==> src/rtl/alu_pkg.sv <==
// Shared ALU definitions: opcodes, issuer FSM states, command record.
package alu_pkg;

  localparam logic [7:0] OPC_ADD  = 8'h00;
  localparam logic [7:0] OPC_SUB  = 8'h01;
  localparam logic [7:0] OPC_MUL  = 8'h02;
  localparam logic [7:0] OPC_AND  = 8'h03;
  localparam logic [7:0] OPC_OR   = 8'h04;
  localparam logic [7:0] OPC_XOR  = 8'h05;
  localparam logic [7:0] OPC_LAND = 8'h06;
  localparam logic [7:0] OPC_LOR  = 8'h07;
  localparam logic [7:0] OPC_MAX  = 8'h07;

  localparam logic [7:0] TMO_RESULT = 8'hFF;
  localparam int         CMD_W      = 26;

  typedef enum logic [1:0] {IDLE, ISSUE, WAIT, HOLD} state_t;

  typedef struct packed {
    logic [7:0] opc;
    logic [7:0] a;
    logic [7:0] b;
    logic [1:0] seld;
  } alu_cmd_t;

  function automatic logic opc_legal(input logic [7:0] opc);
    return opc <= OPC_MAX;
  endfunction

endpackage

==> src/rtl/alu_cmd_fifo.sv <==
// Synchronous command FIFO; DEPTH must be a power of two so pointers wrap naturally.
module alu_cmd_fifo #(
  parameter int DEPTH = 4,
  parameter int W     = 26
) (
  input  logic         clock,
  input  logic         reset,
  input  logic         push,
  input  logic [W-1:0] wdata,
  input  logic         pop,
  output logic [W-1:0] rdata,
  output logic         full,
  output logic         empty
);

  localparam int AW = $clog2(DEPTH);

  logic [W-1:0]  mem [DEPTH];
  logic [AW-1:0] wp, rp;
  logic [AW:0]   cnt;

  assign rdata = mem[rp];
  assign full  = (cnt == (AW+1)'(DEPTH));
  assign empty = (cnt == '0);

  always_ff @(posedge clock or negedge reset) begin
    if (!reset) begin
      wp  <= '0;
      rp  <= '0;
      cnt <= '0;
    end else begin
      if (push) wp <= wp + 1'b1;
      if (pop)  rp <= rp + 1'b1;
      case ({push, pop})
        2'b10:   cnt <= cnt + 1'b1;
        2'b01:   cnt <= cnt - 1'b1;
        default: cnt <= cnt;
      endcase
    end
  end

  // Storage carries no reset; validity is tracked by cnt alone.
  always_ff @(posedge clock) begin
    if (push) mem[wp] <= wdata;
  end

endmodule

==> src/rtl/alu_cmd_issuer.sv <==
// ALU command issuer: buffers commands, pulses the ALU, returns results in order.
// Optional build macro ALU_CMD_ISSUER_TIMEOUT_EN bounds the wait for alu_done.
module alu_cmd_issuer
  import alu_pkg::*;
#(
  parameter int DEPTH   = 4,
  parameter int TIMEOUT = 15
) (
  input  logic       clock,
  input  logic       reset,
  input  logic       cmd_valid,
  output logic       cmd_ready,
  input  logic [7:0] cmd_opc,
  input  logic [7:0] cmd_a,
  input  logic [7:0] cmd_b,
  input  logic [1:0] cmd_seld,
  output logic       alu_enable,
  output logic [7:0] alu_opc,
  output logic [7:0] alu_a,
  output logic [7:0] alu_b,
  output logic [1:0] alu_seld,
  input  logic [7:0] alu_z,
  input  logic       alu_done,
  output logic       res_valid,
  input  logic       res_ready,
  output logic [7:0] res_z,
  output logic [7:0] res_opc,
  output logic       res_err,
  output logic       busy
);

`ifdef ALU_CMD_ISSUER_TIMEOUT_EN
  localparam bit TMO_EN = 1'b1;
`else
  localparam bit TMO_EN = 1'b0;
`endif
  localparam logic [7:0] TMO_LIM = 8'(TIMEOUT);

  state_t     state, state_nxt;
  alu_cmd_t   head, cmd_r;
  logic       full, empty, push, pop;
  logic [7:0] tmo_cnt;
  logic       tmo_hit;

  assign push = cmd_valid && !full;
  assign pop  = (state == IDLE) && !empty;

  alu_cmd_fifo #(.DEPTH(DEPTH), .W(CMD_W)) u_fifo (
    .clock (clock),
    .reset (reset),
    .push  (push),
    .wdata ({cmd_opc, cmd_a, cmd_b, cmd_seld}),
    .pop   (pop),
    .rdata (head),
    .full  (full),
    .empty (empty)
  );

  // Counter reads 1 in the issue cycle; constant-folded away when timeout is disabled.
  assign tmo_hit = TMO_EN && (tmo_cnt >= TMO_LIM);

  always_ff @(posedge clock or negedge reset) begin
    if (!reset) state <= IDLE;
    else        state <= state_nxt;
  end

  always_comb begin
    state_nxt = state;
    case (state)
      IDLE:    if (!empty) state_nxt = opc_legal(head.opc) ? ISSUE : HOLD;
      ISSUE:   state_nxt = alu_done ? HOLD : WAIT;
      WAIT:    if (alu_done || tmo_hit) state_nxt = HOLD;
      HOLD:    if (res_ready) state_nxt = IDLE;
      default: state_nxt = IDLE;
    endcase
  end

  always_ff @(posedge clock or negedge reset) begin
    if (!reset) begin
      cmd_r   <= '0;
      res_z   <= '0;
      res_opc <= '0;
      res_err <= 1'b0;
      tmo_cnt <= '0;
    end else begin
      case (state)
        IDLE: if (!empty) begin
          cmd_r   <= head;
          tmo_cnt <= 8'd1;
          // Illegal opcodes bypass the ALU and report straight away.
          if (!opc_legal(head.opc)) begin
            res_z   <= '0;
            res_opc <= head.opc;
            res_err <= 1'b1;
          end
        end
        ISSUE: begin
          tmo_cnt <= tmo_cnt + 8'd1;
          if (alu_done) begin
            res_z   <= alu_z;
            res_opc <= cmd_r.opc;
            res_err <= 1'b0;
          end
        end
        WAIT: begin
          if (alu_done) begin
            res_z   <= alu_z;
            res_opc <= cmd_r.opc;
            res_err <= 1'b0;
          end else if (tmo_hit) begin
            res_z   <= TMO_RESULT;
            res_opc <= cmd_r.opc;
            res_err <= 1'b1;
          end else begin
            tmo_cnt <= tmo_cnt + 8'd1;
          end
        end
        default: ;
      endcase
    end
  end

  assign cmd_ready  = !full;
  assign alu_enable = (state == ISSUE);
  assign alu_opc    = cmd_r.opc;
  assign alu_a      = cmd_r.a;
  assign alu_b      = cmd_r.b;
  assign alu_seld   = cmd_r.seld;
  assign res_valid  = (state == HOLD);
  assign busy       = !empty || (state != IDLE);

endmodule

==> config.mk <==
export PLATFORM = sky130hd
export DESIGN_NAME = alu_cmd_issuer
export DESIGN_NICKNAME = d
export VERILOG_FILES = /design/src/rtl/alu_pkg.sv /design/src/rtl/alu_cmd_fifo.sv /design/src/rtl/alu_cmd_issuer.sv
export SDC_FILE = /design/constraint.sdc
export NUM_CORES = 1
export LEC_CHECK = 0
export CORE_ASPECT_RATIO = 0.7
export CORE_MARGIN = 2
export CORE_UTILIZATION = 58
export CTS_CLUSTER_SIZE = 12
export DETAILED_ROUTE_END_ITERATION = 8
export GPL_TIMING_DRIVEN = 0
export PLACE_DENSITY_LB_ADDON = 0.12
export SLEW_MARGIN = 25
export SYNTH_ARGS = -nofsm -noshare
export SYNTH_HDL_FRONTEND = slang
export SYNTH_SLANG_ARGS = --single-unit
export TNS_END_PERCENT = 20
==> constraint.sdc <==
create_clock -name clock -period 5.25 [get_ports clock]
set_clock_uncertainty 0.1 [all_clocks]
set_input_delay 1.575 -clock clock [delete_from_list [all_inputs] [get_ports clock]]
set_output_delay 1.575 -clock clock [all_outputs]
set_load 0.1 [all_outputs]
# After elaboration in Yosys (flattened, before gate mapping)
# Memory sizes are Yosys's and may differ from the RTL's.
# Cells that the tools add are included.
word_totals:
  mem_count: 1
  regBits: 52
  ramBits: 104
  output_inout_bits: 47
  inputBits: 39
  wordCells: 64
classes:
  addsub: 4
  n_reduce_logical: 14
  magnitude_cmp: 1
  bitwise: 1
  n_mux: 21
  n_eq_ne: 11
mem_list:
  columns: ["memory", "depth", "width", "rd", "rd_clocked_by_memory_dff", "write_ports", "line_no", "source"]
  rows:
  - ["u_fifo.mem", 4, 26, 1, 0, 1, "alu_cmd_fifo.sv:18", "logic [W-1:0] mem [DEPTH];"]
op_table:
  columns: ["op", "n"]
  rows:
  - ["8-bit two-way mux", 6]
  - ["8-bit one-hot mux with 2 select lines", 2]
  - ["8-bit by 3-bit less-or-equal comparator with 1-bit output (second input constant)", 1]
  - ["2-bit two-way mux", 4]
  - ["2-bit one-hot mux with 4 select lines", 1]
  - ["2-bit equality test (second input constant)", 3]
  - ["1-bit two-way mux", 6]
  - ["2-bit inequality test (second input constant)", 3]
  - ["3-bit one-hot mux with 2 select lines", 1]
  - ["2-bit nonzero test", 3]
  - ["2-bit by 1-bit adder with 2-bit output (second input constant)", 2]
  - ["2-bit by 1-bit equality test with 1-bit output (second input constant)", 2]
  - ["2-bit by 1-bit inequality test with 1-bit output (second input constant)", 2]
  - ["4-bit AND reduction", 1]
  - ["3-bit by 1-bit adder with 3-bit output (second input constant)", 1]
  - ["3-bit equality test (second input constant)", 1]
  - ["3-bit zero test", 1]
  - ["3-bit AND reduction", 1]
  - ["3-bit by 1-bit subtractor with 3-bit output (second input constant)", 1]
  - ["1-bit logical AND", 2]
  - ["1-bit zero test", 2]
  - ["2-bit zero test", 1]
  - ["1-bit one-hot mux with 2 select lines", 1]
  - ["2-bit AND reduction", 1]
  - ["other kinds (3)", 3]

# Logic depth before layout (Yosys ltp)
logic_depth:
  ltp_word: 5
  mapped_depth: 11
  ltp_nobuf: 10

# Cells and area by module
# A second synthesis with hierarchy kept.
hier_totals:
  hier_cells: 319
  area_unflattened_um2: 6217.2
modules_own_cells:
  columns: ["mod", "area_per_inst_um2", "cells_each", "instances", "seq_area_each_um2"]
  rows:
  - ["alu_cmd_fifo", 4199.0, 173, 1, 3298.2]
  - ["alu_cmd_issuer", 2018.2, 146, 1, 1126.1]

# Least setup slack after synthesis
# No wires, ideal clock.
synth_timing:
  path_type: "register to output"
  start: "register state[0]"
  end: "output busy"
  stages_incl_launch_ff: 4
  path_buffers: 0
  slack_ns: 1.882
  arrival_time_ns: 1.693
  required_ns: 3.575
  path_cell_list: "dfrtp_1 -> inv_1 -> ha_1 -> or4b_2"
synth_between:
  elab_chain_cells: 2
synth_rtl:
  columns: ["element", "line_no", "source"]
  rows:
  - ["start, declared", "alu_cmd_issuer.sv:39", "state_t state, state_nxt;"]
  - ["start signal, assigned", "alu_cmd_issuer.sv:64", "else state <= state_nxt;"]
  - ["2-bit nonzero test", "alu_cmd_issuer.sv:130", "assign busy = !empty || (state != IDLE);"]
  - ["1-bit logical OR", "alu_cmd_issuer.sv:130", null]
  - ["end, declared", "alu_cmd_issuer.sv:29", "output logic busy"]
# Every way passes these cells.

# Final worst setup path
# Same ends and word-level chain as after synthesis.

==> reports/metrics.csv <==
metric,value,unit
ys_ff_latch,156,
wire_per_inst,19.16,um
syn_avg_cell_area,16.64,um^2
die_area,11440,um^2
crit_fanout,6,
insertion_delay,420,ps
antenna_cells,0,
period_minus_slack,4673,ps
min_path_cells,2,
hold_viol,0,
grt_pass1_wl,18950,um
syn-cell-area,6141,um^2
slew-limit-headroom,33.98,%
htree_levels,4,
setup_viol,0,
io_buffers,85,
clkTransAtPathRegs,60,ps
worstMarginPinSlew,987.2,ps
yosys-top-cells-area,"edfxtp_1 (51%), dfrtp_1 (21%), mux4_2 (9.5%)",
worstPathArrival,3000,ps
synth_area_leader_cell,edfxtp_1,
final-seq-area,4424,um^2
final_cell_mix,"edfxtp_1 (104), nand2_1 (90), clkdlybuf4s50_1 (84), dfrtp_1 (52), mux4_2 (26)",
r2r_slack,2020,ps
yosysWarnings,0,
grt_max_degree,37,
yosysSeqAreaShare,72.05,%
synth_nets,419,
startpoint_type,flip-flop,
syn_to_final_growth,27.47,%
grt_pass1_vias,3581,
synth_cell_types,30,
cts_buffers,17,
multi_input_area,1588,um^2
die_h,90.09,um
antenna_found_initial,0,
drive_gt1_share,18.69,%
status,finished clean,
cts_num_sinks,156,
crit_type,flip-flop to primary output,
overflow,0,
initial_utilization,59.52,%
die_w,127.0,um
fin_nets,524,
post_cts_buffers,0,
hp-class,flip-flop to flip-flop,
rsz0062_at_grt,false,
drc_errors,0,
post-route-period-util,89.01,%
clock_path_buffers,2,
whs,370.5,ps
routabilityCongestion,0.7192,
drt-initial-drc-count,259,
endpoint_kind,primary output,
fill_cells,620,
hold_buffers,0,
drt_wl_total,11860,um
ctsRootBufferMaster,clkbuf_16,
dr.pass1.iters,4,
core_area,10320,um^2
rows,31,
cts_resized,0,
critPathRequiredTime,3580,ps
post-dp-hpwl,7466,um
slew_viol_final,0,
fin_setup_tns,0,ps
rr_worst_depth,11,
fin_area,7828,um^2
final_common_cell,edfxtp_1,
synth_cells,369,
gr-usage-all-layers,22.33,%
timing.fmax,214.0,MHz
ant_nets,0,
io_pins,86,
cts_tree,done,
post-synth-top-area-fraction,50.86,%
vias_per_cell,5.486,
max_cap_viol_count,0,
placed_area,7188,um^2
vias,3396,
## sequential cells by signal (all words and copies together) (netlist names), 3 cells and up
name / flops
u_fifo.cnt: 3
res_z: 8
alu_a: 8
res_opc: 8
alu_b: 8
u_fifo.mem: 104
alu_opc: 8
## critical path, cell delays in order, from the launching register on
cell	delay [ps]
dfrtp_1	430
inv_1	140
ha_1	320
or4b_2	690
clkdlybuf4s50_1	1000
## layer usage
metal  vias to the layer above  track usage, %  wire (um)
li1                       1555               -          -
met1                      1727           31.58       5447
met2                        94           34.50       5636
met3                        20           6.071        621
met4                         0           7.143        154
met5                         -               0          0
## logic make-up after synthesis
family / share of synthesized area [%]
adder cells (fa/ha/maj): 2.364
multiplexers: 14.36
AO/OA/AOI/OAI: 1.243
flip-flops: 72.05
XOR/XNOR: 0.8557
buffers and inverters: 2.323
AND/OR/NAND/NOR: 6.805
## metrics by stage
stage | util [%] | worst slack [ps] | std cells
detailed placement | 69.67 | 1015 | 587
finish | 75.87 | 577.2 | 619
CTS | 75.87 | 563.5 | 619
floorplan | - | 1882 | 369
global route | 75.87 | 492.8 | 619
global placement | 69.37 | 801.3 | 586
## path summary, 6_finish.rpt
| path | startpoint | to |
|---|---|---|
| max in group asynchronous | reset | u_fifo.cnt[2]$_DFFE_PN0P_ |
| min reg2reg | alu_a[1]$_DFFE_PN0P_ | alu_a[1]$_DFFE_PN0P_ |
| min | alu_a[1]$_DFFE_PN0P_ | alu_a[1]$_DFFE_PN0P_ |
| max reg2reg | state[0]$_DFFE_PN0P_ | u_fifo.cnt[2]$_DFFE_PN0P_ |
| max | state[0]$_DFFE_PN0P_ | busy |
| min in group asynchronous | reset | alu_a[5]$_DFFE_PN0P_ |
## area by class of cell
| class | instances | share of cell area [%] |
|---|---|---|
| sequential | 156 | 56.52 |
| multi-input combinational | 180 | 20.28 |
| timing repair buffer | 86 | 11.09 |
| clock buffer | 22 | 6.058 |
| clock inverter | 10 | 2.110 |
| tap | 132 | 2.110 |
| inverter | 20 | 0.9591 |
| buffer | 13 | 0.8632 |
## cells in the mapped netlist
cell type / n
xnor2_1: 4
and2_1: 1
buf_1: 2
xor2_1: 2
ha_1: 10
clkbuf_1: 6
edfxtp_1: 104
mux2i_1: 9
nor2_1: 3
o22a_1: 1
dfrtp_1: 52
o31ai_2: 1
mux4_2: 26
buf_2: 3
mux2_2: 17
inv_1: 19
fa_1: 1
o22ai_1: 1
o221a_2: 1
nor3_4: 1
and3_1: 5
nand3_1: 1
a31oi_1: 1
nand2_1: 90
mux2_4: 1
or4b_2: 1
inv_2: 1
buf_6: 2
a31oi_4: 1
o21ai_0: 2
Power is not shown: default switching activity piles up to over one toggle a cycle in this logic, so the estimate is an artifact.
==> patch, RTL diff (same flow settings) <==
`TMO_EN`: 1'b0 -> 1'b1.
--- a/src/rtl/alu_cmd_issuer.sv
+++ b/src/rtl/alu_cmd_issuer.sv
@@ -34,3 +34,3 @@
 `else
-  localparam bit TMO_EN = 1'b0;
+  localparam bit TMO_EN = 1'b1;
 `endif
Function: same outputs for any inputs over 4 cycles, from zero or initial values and one cycle with reset low; that may be too few to reach the edited logic, so the function may still have changed.
==> patch against the original RTL <==
  * Cell area grew 6.7%
  * Area after synthesis grew 9.0%
  * Wire length grew 9.9%
  * Core utilization shrank 0.83 points
  * Register-to-register slack gained 130 ps
  * Sequential share of layout area shrank 1.2 points
  * Sequential cell count grew 8
  * Hold slack gained 2.5 ps
  * Worst setup slack gained 290 ps
  * Die area grew 8.7%
  * Critical path type unchanged
Power is left out: the tool's default activity adds up to more than one toggle a clock period on the data nets, which glitch-free logic cannot reach.
==> patch: results (changes against the original RTL) <==
status: finished clean (unchanged)
Iter 0 DRT Violations: 329 (was 259)
Global Route met2 Usage: 34.5% (about the same)
Cells after DPL: 664 (was 587)
Compound-Gate Fraction of Synth Area: 3.08% (was 1.24%)
R2R Setup Slk: 2150 ps (was 2020 ps)
maximum clock rate: 0.228 GHz (was 0.214 GHz)
dpl cell area: 7790 um2 (was 7190 um2)
Vias/cell: 5.53 (was 5.49)
Synth Area in Adders: 2.35% (was 2.36%)
GPL Wtd Cong: 0.773 (was 0.719)
Synth async-reset ratio: 36.6% (was 33.3%)
pre-CTS setup slack: 1280 ps (was 1020 ps)
cell count after synthesis: 424 (was 369)
top cells by area, synth: edfxtp_1, dfrtp_1, mux4_2, nand2_1, mux2_2 (unchanged)
final-stage net count: 581 (was 524)
vias in the first global route: 3901 (was 3581)
GRT met3 Usage: 5.02% (was 6.07%)
post-synthesis mux area share: 13.8% (was 14.4%)
Tot GR Track Use: 22.8% (was 22.3%)
CP arrival: 2710 ps (was 3000 ps)
met1 global-route usage: 33.7% (was 31.6%)
hold_sp: alu_a[3]$_DFFE_PN0P_ (was alu_a[1]$_DFFE_PN0P_)
largest net degree at the start of global routing: 50 (was 37)
vias: 3847 (was 3396)
Synth cell types: 45 (was 30)
-- patch: cell types whose count changed after synthesis, moves of 2 or more --
cell,delta
a32o_1,+4
dfrtp_1,+8
nand2_1,-2
nand2b_1,+3
nand3_1,+9
nor2_1,+3
nor2b_1,+2
nor3_1,+3
o21ai_0,+9
-- patch: cell type report --
cell class | count | area [um2]
multi-input cells | 225 | 1930
inverters | 20 | 75.1
clock buffers | 21 | 462
clock inverters | 11 | 101
plain buffers | 15 | 75.1
fillers | 686 | 2780
flip-flops and latches | 164 | 4620
repair buffers | 87 | 896
well taps | 153 | 191
-- patch: critical path, cell delays in order (launching register included) --
cell	delay [ps]
dfrtp_1	430
inv_1	140
ha_1	210
or4b_4	520
clkdlybuf4s50_1	990
-- patch: metal layers --
layer	up-vias	wire, um
met2	116	6040
met3	12	601
met5	-	0
li1	1766	-
met1	1953	6260
met4	0	130
